--- config.mk ---
export PLATFORM = sky130hd
export DESIGN_NAME = sort_4x8b_byte_packer_flat
export DESIGN_NICKNAME = d
export VERILOG_FILES = /design/src/rtl/sort_4x8b_byte_packer_if.sv /design/src/rtl/sort_4x8b_byte_packer.sv /design/src/flat_wrapper.sv
export SDC_FILE = /design/constraint.sdc
export NUM_CORES = 1
export LEC_CHECK = 0
export ABC_AREA = 1
export BUFFER_PORTS_ARGS = -buffer_cell sky130_fd_sc_hd__buf_2
export CAP_MARGIN = 15
export CORE_ASPECT_RATIO = 1.2
export CORE_UTILIZATION = 55
export CTS_CLUSTER_DIAMETER = 80
export CTS_CLUSTER_SIZE = 8
export DETAILED_ROUTE_END_ITERATION = 6
export PLACE_DENSITY = 0.85
export REMOVE_ABC_BUFFERS = 1
export SLEW_MARGIN = 20
export SYNTH_ARGS = -nofsm -noshare
export SYNTH_HDL_FRONTEND = slang
export SYNTH_SLANG_ARGS = --single-unit
--- constraint.sdc ---
create_clock -name clk -period 1.9 [get_ports clk]
set_input_delay 0.095 -clock clk [delete_from_list [all_inputs] [get_ports clk]]
set_output_delay 0.095 -clock clk [all_outputs]
set_load 0.005 [all_outputs]
--- src/rtl/sort_4x8b_byte_packer_if.sv ---
// Byte-in / word-out stream bundle for the sort-stage byte packer.
//   in_valid/in_ready/in_data/in_last : upstream byte handshake
//   out_valid/out_ready               : downstream word handshake
//   out_data                          : packed word, lane k at [DATA_W*k +: DATA_W]
//   out_pad_mask                      : bit k set = lane k is padding
//   out_last                          : word was closed by in_last
// Modports: master drives bytes in and accepts words; slave is the packer itself.
interface sort_4x8b_byte_packer_if #(
  parameter int unsigned DATA_W = 8,
  parameter int unsigned LANES  = 4
);
  logic                    in_valid;
  logic                    in_ready;
  logic [DATA_W-1:0]       in_data;
  logic                    in_last;
  logic                    out_valid;
  logic                    out_ready;
  logic [DATA_W*LANES-1:0] out_data;
  logic [LANES-1:0]        out_pad_mask;
  logic                    out_last;

  modport master (
    output in_valid, in_data, in_last, out_ready,
    input  in_ready, out_valid, out_data, out_pad_mask, out_last
  );

  modport slave (
    input  in_valid, in_data, in_last, out_ready,
    output in_ready, out_valid, out_data, out_pad_mask, out_last
  );
endinterface

--- src/rtl/sort_4x8b_byte_packer.sv ---
// Packs a byte stream into LANES-wide words for the bitonic sort stage.
// Bytes fill lanes 0..LANES-1 in arrival order. A group closes on its last lane or on in_last;
// an early close pads the remaining lanes with PAD_VALUE and flags them in out_pad_mask.
// Ports:
//   clk : rising-edge clock
//   rst : asynchronous active-high reset
//   bus : stream bundle (slave side), see sort_4x8b_byte_packer_if
module sort_4x8b_byte_packer #(
  parameter int unsigned       DATA_W    = 8,
  parameter int unsigned       LANES     = 4,
  parameter logic [DATA_W-1:0] PAD_VALUE = '0
) (
  input  logic                    clk,
  input  logic                    rst,
  sort_4x8b_byte_packer_if.slave  bus
);

  localparam int unsigned      CNT_W     = (LANES > 1) ? $clog2(LANES) : 1;
  localparam logic [CNT_W-1:0] LAST_LANE = CNT_W'(LANES - 1);

  // Lane counter and assembly buffer for all lanes except the last; the closing byte
  // bypasses the buffer and lands directly in the output register.
  logic [CNT_W-1:0]                cnt_q, cnt_d;
  logic [LANES-2:0][DATA_W-1:0]    asm_q, asm_d;

  logic                            out_valid_q, out_valid_d;
  logic [LANES-1:0][DATA_W-1:0]    out_data_q, out_data_d;
  logic [LANES-1:0]                out_pad_q, out_pad_d;
  logic                            out_last_q, out_last_d;

  logic                            at_last_lane;
  logic                            in_ready;
  logic                            accept;
  logic                            close;
  logic                            xfer;
  logic [LANES-1:0][DATA_W-1:0]    lanes_ext;
  logic [LANES-1:0][DATA_W-1:0]    word;
  logic [LANES-1:0]                word_pad;

  // Handshake decode. Only a closing byte needs the output register, so only it can be
  // stalled by downstream backpressure. in_last is an input, so there is no ready loop.
  always_comb begin
    at_last_lane = (cnt_q == LAST_LANE);
    in_ready     = (!at_last_lane && !bus.in_last) || !out_valid_q || bus.out_ready;
    accept       = bus.in_valid && in_ready;
    close        = accept && (at_last_lane || bus.in_last);
    xfer         = out_valid_q && bus.out_ready;
  end

  // Word being closed this cycle: buffered lanes below cnt, current byte at cnt, pad above.
  always_comb begin
    lanes_ext = {PAD_VALUE, asm_q};
    word      = '0;
    word_pad  = '0;
    for (int k = 0; k < int'(LANES); k++) begin
      if (k < int'(cnt_q)) begin
        word[k] = lanes_ext[k];
      end else if (k == int'(cnt_q)) begin
        word[k] = bus.in_data;
      end else begin
        word[k]     = PAD_VALUE;
        word_pad[k] = 1'b1;
      end
    end
  end

  // Next state. A close in the same cycle as a transfer reloads the register and keeps
  // out_valid high, giving one word per LANES input cycles with no bubble.
  always_comb begin
    cnt_d       = cnt_q;
    asm_d       = asm_q;
    out_valid_d = out_valid_q;
    out_data_d  = out_data_q;
    out_pad_d   = out_pad_q;
    out_last_d  = out_last_q;

    if (close) begin
      cnt_d       = '0;
      asm_d       = '0;
      out_valid_d = 1'b1;
      out_data_d  = word;
      out_pad_d   = word_pad;
      out_last_d  = bus.in_last;
    end else begin
      if (accept) begin
        for (int k = 0; k < int'(LANES) - 1; k++) begin
          if (k == int'(cnt_q)) begin
            asm_d[k] = bus.in_data;
          end
        end
        cnt_d = cnt_q + CNT_W'(1);
      end
      if (xfer) begin
        // Payload holds its last value; only the valid flag drops.
        out_valid_d = 1'b0;
      end
    end
  end

  always_ff @(posedge clk or posedge rst) begin
    if (rst) begin
      cnt_q       <= '0;
      asm_q       <= '0;
      out_valid_q <= 1'b0;
      out_data_q  <= '0;
      out_pad_q   <= '0;
      out_last_q  <= 1'b0;
    end else begin
      cnt_q       <= cnt_d;
      asm_q       <= asm_d;
      out_valid_q <= out_valid_d;
      out_data_q  <= out_data_d;
      out_pad_q   <= out_pad_d;
      out_last_q  <= out_last_d;
    end
  end

  assign bus.in_ready     = in_ready;
  assign bus.out_valid    = out_valid_q;
  assign bus.out_data     = out_data_q;
  assign bus.out_pad_mask = out_pad_q;
  assign bus.out_last     = out_last_q;

endmodule

--- src/flat_wrapper.sv ---
// flat-port wrapper written by rule: the top's interface ports become plain ports
module sort_4x8b_byte_packer_flat 
#(
  parameter int unsigned       DATA_W    = 8,
  parameter int unsigned       LANES     = 4,
  parameter logic [DATA_W-1:0] PAD_VALUE = '0
)
  (clk, rst, bus_in_valid, bus_in_data, bus_in_last, bus_out_ready, bus_in_ready, bus_out_valid, bus_out_data, bus_out_pad_mask, bus_out_last);
  sort_4x8b_byte_packer_if #(.DATA_W(DATA_W), .LANES(LANES)) bus_i ();
  input  logic clk;
  input  logic rst;
  input wire logic [$bits(bus_i.in_valid)-1:0] bus_in_valid;
  input wire logic [$bits(bus_i.in_data)-1:0] bus_in_data;
  input wire logic [$bits(bus_i.in_last)-1:0] bus_in_last;
  input wire logic [$bits(bus_i.out_ready)-1:0] bus_out_ready;
  output wire logic [$bits(bus_i.in_ready)-1:0] bus_in_ready;
  output wire logic [$bits(bus_i.out_valid)-1:0] bus_out_valid;
  output wire logic [$bits(bus_i.out_data)-1:0] bus_out_data;
  output wire logic [$bits(bus_i.out_pad_mask)-1:0] bus_out_pad_mask;
  output wire logic [$bits(bus_i.out_last)-1:0] bus_out_last;
  assign bus_i.in_valid = bus_in_valid;
  assign bus_i.in_data = bus_in_data;
  assign bus_i.in_last = bus_in_last;
  assign bus_i.out_ready = bus_out_ready;
  assign bus_in_ready = bus_i.in_ready;
  assign bus_out_valid = bus_i.out_valid;
  assign bus_out_data = bus_i.out_data;
  assign bus_out_pad_mask = bus_i.out_pad_mask;
  assign bus_out_last = bus_i.out_last;
  sort_4x8b_byte_packer #(.DATA_W(DATA_W), .LANES(LANES), .PAD_VALUE(PAD_VALUE)) u_core (.clk(clk), .rst(rst), .bus(bus_i));
endmodule
# Yosys cells after proc, flatten, opt, wreduce, memory -nomap -nowiden

Index checks and enable logic that the tools add are counted.

Add/subtract/negate cells: 1
Order comparisons: 3
Equality and inequality tests: 4
Multiplexer cells: 23
Reduce and logical (&&, ||, !) cells: 19

Operators by type and width:

| cell                  | number |
|---|---|
| $mux W8               | 10 |
| $mux W24              | 2 |
| $reduce_bool A2 Y1    | 5 |
| $mux W1               | 9 |
| $reduce_and A2 Y1     | 3 |
| $eq A2 B2 Y1 const A  | 2 |
| $logic_and A1 B1 Y1   | 4 |
| $lt A1 B2 Y1 const A  | 2 |
| $mux W2               | 2 |
| $logic_not A1 Y1      | 3 |
| $logic_or A1 B1 Y1    | 3 |
| $add A2 B1 Y2 const B | 1 |
| $eq A1 B2 Y1 const A  | 1 |
| $eq A2 B2 Y1 const B  | 1 |
| $logic_not A2 Y1      | 1 |
| $lt A2 B2 Y1 const A  | 1 |

Register bits: 64
Bits of input ports: 13
Output and inout bits: 39
Word-level logic and storage cells: 61

# Longest topological paths before layout

Depth after elaboration: 9
Gate-level depth with buffers: 9
Mapped depth without buffers: 7

# Worst setup path after synthesis

No wires, ideal clock.

Kind: register to register
Start: reg u_core.cnt_q[1]
End: reg u_core.out_data_q, in the netlist u_core.bus.out_data[0]
Setup time: 123 ps
Arrival time: 1395 ps
Required time: 1777 ps
Setup slack: 381 ps
Stages on the path, launching flop included: 9
Buffers on the path: 3
Period minus slack after synthesis: 1519 ps
Cell sequence: dfrtp_1 buf_2 inv_1 ha_1 clkbuf_2 clkbuf_1 nand2_1 o21ai_0 o21ai_2

Cells in the longest elaborated chain, start to end: 7
Elaborated cells between the ends (all ways): 12
Those cells by class: 1 x order compare; 1 x eq/ne; 2 x mux; 8 x reduce/logical

RTL lines:

| what                            | line                         | RTL |
|---|---|---|
| start, declared                 | sort_4x8b_byte_packer.sv:23  | `logic [CNT_W-1:0] cnt_q, cnt_d;` |
| start signal, assigned          | sort_4x8b_byte_packer.sv:109 | `cnt_q <= cnt_d;` |
| $eq A2 B2 Y1                    | sort_4x8b_byte_packer.sv:43  | `at_last_lane = (cnt_q == LAST_LANE);` |
| $logic_not A1 Y1                | sort_4x8b_byte_packer.sv:44  | `in_ready = (!at_last_lane && !bus.in_last) \|\| !out_valid_q \|\| bus.out_ready;` |
| $logic_and A1 B1 Y1             | sort_4x8b_byte_packer.sv:44  |  |
| $logic_or A1 B1 Y1 (2 in a row) | sort_4x8b_byte_packer.sv:44  |  |
| $logic_and A1 B1 Y1             | sort_4x8b_byte_packer.sv:45  | `accept = bus.in_valid && in_ready;` |
| $logic_and A1 B1 Y1             | sort_4x8b_byte_packer.sv:46  | `close = accept && (at_last_lane \|\| bus.in_last);` |
| end signal, assigned            | sort_4x8b_byte_packer.sv:112 | `out_data_q <= out_data_d;` |
| end, declared                   | sort_4x8b_byte_packer.sv:27  | `logic [LANES-1:0][DATA_W-1:0] out_data_q, out_data_d;` |

Several ways; a longest one is shown, not always the timed one.
A chain may end at the register's enable or synchronous reset.

# Worst setup path in the final report

Start: reg u_core.cnt_q[1]
End: reg u_core.out_data_q, in the netlist u_core.bus.out_data[10]

Same word-level chain as after synthesis.

==> impl_metrics.sql <==
INSERT INTO impl_metrics (metric_group, metric, value, unit) VALUES
('run_status', 'run_status', 'finished clean', ''),
('detailed_routing', 'dr.first_iter.drc_count', '234', ''),
('yosys', 'synthesis_stage_register_bit_count', '63', ''),
('power', 'power.density', '1080', 'nW/um^2'),
('finish', 'register_area', '1577', 'um^2'),
('grt', 'grt_max_degree', '64', ''),
('floorplanning', 'initial_core_util', '57.97', '%'),
('finish', 'areaGrowthSynthToFinish', '15.77', '%'),
('run', 'cap_viol_max_count', '0', ''),
('yosys', 'synthCells', '348', ''),
('worst_setup_path', 'timing.rr.start', 'u_core.cnt_q[1]', ''),
('worst_hold_path', 'hold_path_depth', '3', ''),
('worst_setup_path', 'timing.setup.critical_path_class', 'register to register', ''),
('worst_setup_path', 'r2r_cells', '6', ''),
('timing', 'grt_setup_unrepaired', 'no', ''),
('grt', 'globalRoute.totalOverflow', '0', ''),
('worst_setup_path', 'cell_by_cell_trace_of_the_critical_path', 'inv_1 -> ha_1 -> nand2_1 -> o21ai_0 -> nand2_1 -> nand2_1', ''),
('detailed_routing', 'post_detailed_route_via_to_cell_ratio', '5.424', ''),
('worst_setup_path', 'worstPathArrival', '1.91', 'ns'),
('clocking', 'ctsLongestPathBuffers', '2', ''),
('timing', 'setup-tns-final', '0', 'ns'),
('finish', 'layout.cell_area.non_filler', '3362', 'um^2'),
('clocking', 'cts.reportedPaths.clkPinSlew', '0.07', 'ns'),
('worst_setup_path', 'worst_path_most_repeated_cell', 'sky130_fd_sc_hd__nand2_1', ''),
('finish', 'num-fill-cells', '428', ''),
('worst_hold_path', 'min-delay-path-class', 'input port to register', ''),
('placed_design', 'place.port_buffers', '50', ''),
('timing', 'count_of_endpoints_failing_hold_in_the_final_timing_report', '0', ''),
('detailed_routing', 'dr.pass1.iters', '4', ''),
('grt', 'grt_pass1_wl', '10440', 'um'),
('worst_setup_path', 'regToRegEndpoint', 'u_core.bus.out_data[10]', ''),
('power', 'ir_drop', '0.0008737', 'V'),
('worst_setup_path', 'crit_slowest_cell', 'sky130_fd_sc_hd__dfrtp_1', ''),
('worst_setup_path', 'cpPeakStageDelay', '0.41', 'ns'),
('floorplanning', 'core.rowCount', '28', ''),
('clocking', 'worstSkewPairLatency', '0.33', 'ns'),
('detailed_routing', 'drt.antenna.violating_nets', '0', ''),
('placed_design', 'post_dp_cell_area', '3188', 'um^2'),
('floorplanning', 'coreArea', '5010', 'um^2'),
('placed_design', 'finalWeightedCongestion', '0.8445', ''),
('placed_design', 'numPlacedInstances', '445', ''),
('worst_setup_path', 'worst-path-buf-inv', '1', ''),
('grt', 'grt.total_usage', '25.84', '%'),
('timing', 'final.setup_skew', '0.004302', 'ns'),
('detailed_routing', 'avgRoutedWirePerCell', '13.92', 'um'),
('timing', 'timing.final.crit_share', '85.87', '%'),
('clocking', 'root_buffer', 'sky130_fd_sc_hd__clkbuf_8', ''),
('worst_hold_path', 'hp-start', 'bus_in_data[1]', ''),
('yosys', 'number_of_library_cell_types_mapped_by_synthesis', '19', ''),
('power', 'total_power', '3.630', 'mW'),
('timing', 'finalSetupViolCount', '0', ''),
('yosys', 'synth.avg_cell_area', '8.345', 'um^2'),
('clocking', 'h-tree-depth', '3', ''),
('grt', 'first_global_vias', '2329', ''),
('yosys', 'synth_sequential_area_ratio', '54.29', '%'),
('detailed_routing', 'drc_violations_left', '0', ''),
('yosys', 'ys_warn_count', '0', ''),
('detailed_routing', 'num_vias', '2495', ''),
('timing', 'clock.fmax', '612.9', 'MHz'),
('finish', 'net_count_of_the_finished_layout', '414', ''),
('clocking', 'postCtsResizedCells', '0', ''),
('power', 'leakagePower', '1.874', 'nW'),
('placed_design', 'dp.final_hpwl', '4451', 'um'),
('yosys', 'synthesized_area', '2904', 'um^2'),
('finish', 'layout-drive-gt1-share', '20.75', '%'),
('worst_setup_path', 'ff2ff_setup_slack', '0.27', 'ns'),
('finish', 'multi_input_comb_area', '1110', 'um^2'),
('floorplanning', 'floorplan.die.width', '68.33', 'um'),
('clocking', 'cts_buffers', '9', ''),
('timing', 'slew_viol_final', '0', ''),
('finish', 'instances_no_fill', '460', '');
-- layer usage --
metal	global-route usage, %	share of wire, %	vias to the layer above	wire length (um)
met4	11.88	4.0	0	253
met2	40.00	47	99	3030
li1	-	-	1213	-
met5	0	0	-	0
met3	6.667	5.5	27	354
met1	33.61	43	1156	2763
-- how the worst max path moves through the flow --
stage,start,slack [ns],depth (start not counted),to
after floorplan,u_core.cnt_q[1],-0.45,7,u_core.bus.out_data[10]
after CTS,u_core.cnt_q[1],0.29,6,u_core.bus.out_data[10]
after global routing,u_core.cnt_q[1],0.13,6,u_core.bus.out_data[15]
after detailed placement,u_core.cnt_q[1],0.30,6,u_core.bus.out_data[10]
final,u_core.cnt_q[1],0.27,6,u_core.bus.out_data[10]
after global placement,u_core.cnt_q[1],0.36,6,u_core.bus.out_data[15]
-- worst register-to-register path, cell delays in order, from the launching register on --
cell and delay (ns):
sky130_fd_sc_hd__dfrtp_1 0.41, sky130_fd_sc_hd__inv_1 0.13, sky130_fd_sc_hd__ha_1 0.41, sky130_fd_sc_hd__nand2_1 0.25, sky130_fd_sc_hd__o21ai_0 0.24, sky130_fd_sc_hd__nand2_1 0.08, sky130_fd_sc_hd__nand2_1 0.06
-- final cells by class --
cell class                      count  share of cell area (%)
Timing Repair Buffer               60                   10.87
Clock inverter                      1                  0.1489
Clock buffer                       13                   4.726
Inverter                           19                   2.121
Multi-Input combinational cell    244                   33.01
Tap cell                           60                   2.233
Sequential cell                    63                   46.89
-- cells in the final DEF, fill, tap and decap left out, types with 4 or more instances in the layout --
cell type / Yosys / layout
sky130_fd_sc_hd__buf_2: 8 / 50
sky130_fd_sc_hd__buf_4: 6 / 6
sky130_fd_sc_hd__clkbuf_8: 0 / 11
sky130_fd_sc_hd__dfrtp_1: 63 / 63
sky130_fd_sc_hd__ha_1: 4 / 4
sky130_fd_sc_hd__inv_1: 17 / 16
sky130_fd_sc_hd__nand2_1: 161 / 161
sky130_fd_sc_hd__nand3_2: 4 / 4
sky130_fd_sc_hd__nand4_1: 24 / 24
sky130_fd_sc_hd__o21ai_0: 31 / 31
sky130_fd_sc_hd__o21ai_1: 10 / 10
-- cells in the mapped netlist (all sizes together) --
cell type	instances	area, um^2
ha	4	50.05
dfrtp	63	1577
nand3	6	50.05
nand4	24	150.1
conb	1	3.750
clkbuf	4	16.26
buf	18	130.1
nand2	163	616.8
nor2	2	7.510
o21ai	44	231.5
inv	19	71.32
-- stage by stage --
step | setup WS (ns) | util (%) | hold WS (ns)
global placement | 0.3613 | 63.64 | 0.1815
global route | 0.1275 | 67.11 | 0.05812
floorplan | -0.4546 | - | 0.2346
CTS | 0.2912 | 67.11 | 0.05029
detailed placement | 0.2992 | 63.64 | 0.1889
finish | 0.2685 | 67.11 | 0.05769
-- where the power goes --
part | switching (mW) | internal [mW]
Combinational | 0.539 | 0.352
Sequential | 0.134 | 1.60
Clock | 0.479 | 0.529
Total | 1.15 | 2.48
-- flip-flops by register name, summed over array words and instances, names as in the netlist --
register	cells
u_core.bus.out_data	32
u_core.asm_q	24
u_core.bus.out_pad_mask	3
u_core.cnt_q	2
u_core.bus.out_last	1
u_core.bus.out_valid	1
-- kinds of logic after synthesis --
family | after synthesis | share of synthesized area (%)
other | 1 | 0.1291
and+or+nand+nor | 195 | 28.39
buffers and inverters | 41 | 7.496
DFF | 63 | 54.29
adders and majority gates | 4 | 1.723
AOI/OAI and AO/OA | 44 | 7.971
-- repair_timing --
action	CTS	global route
endpoints found under the hold margin	63	0
buffers inserted	0	0
hold buffers	1	0
No activity file was read; power rests on OpenSTA's default activity.
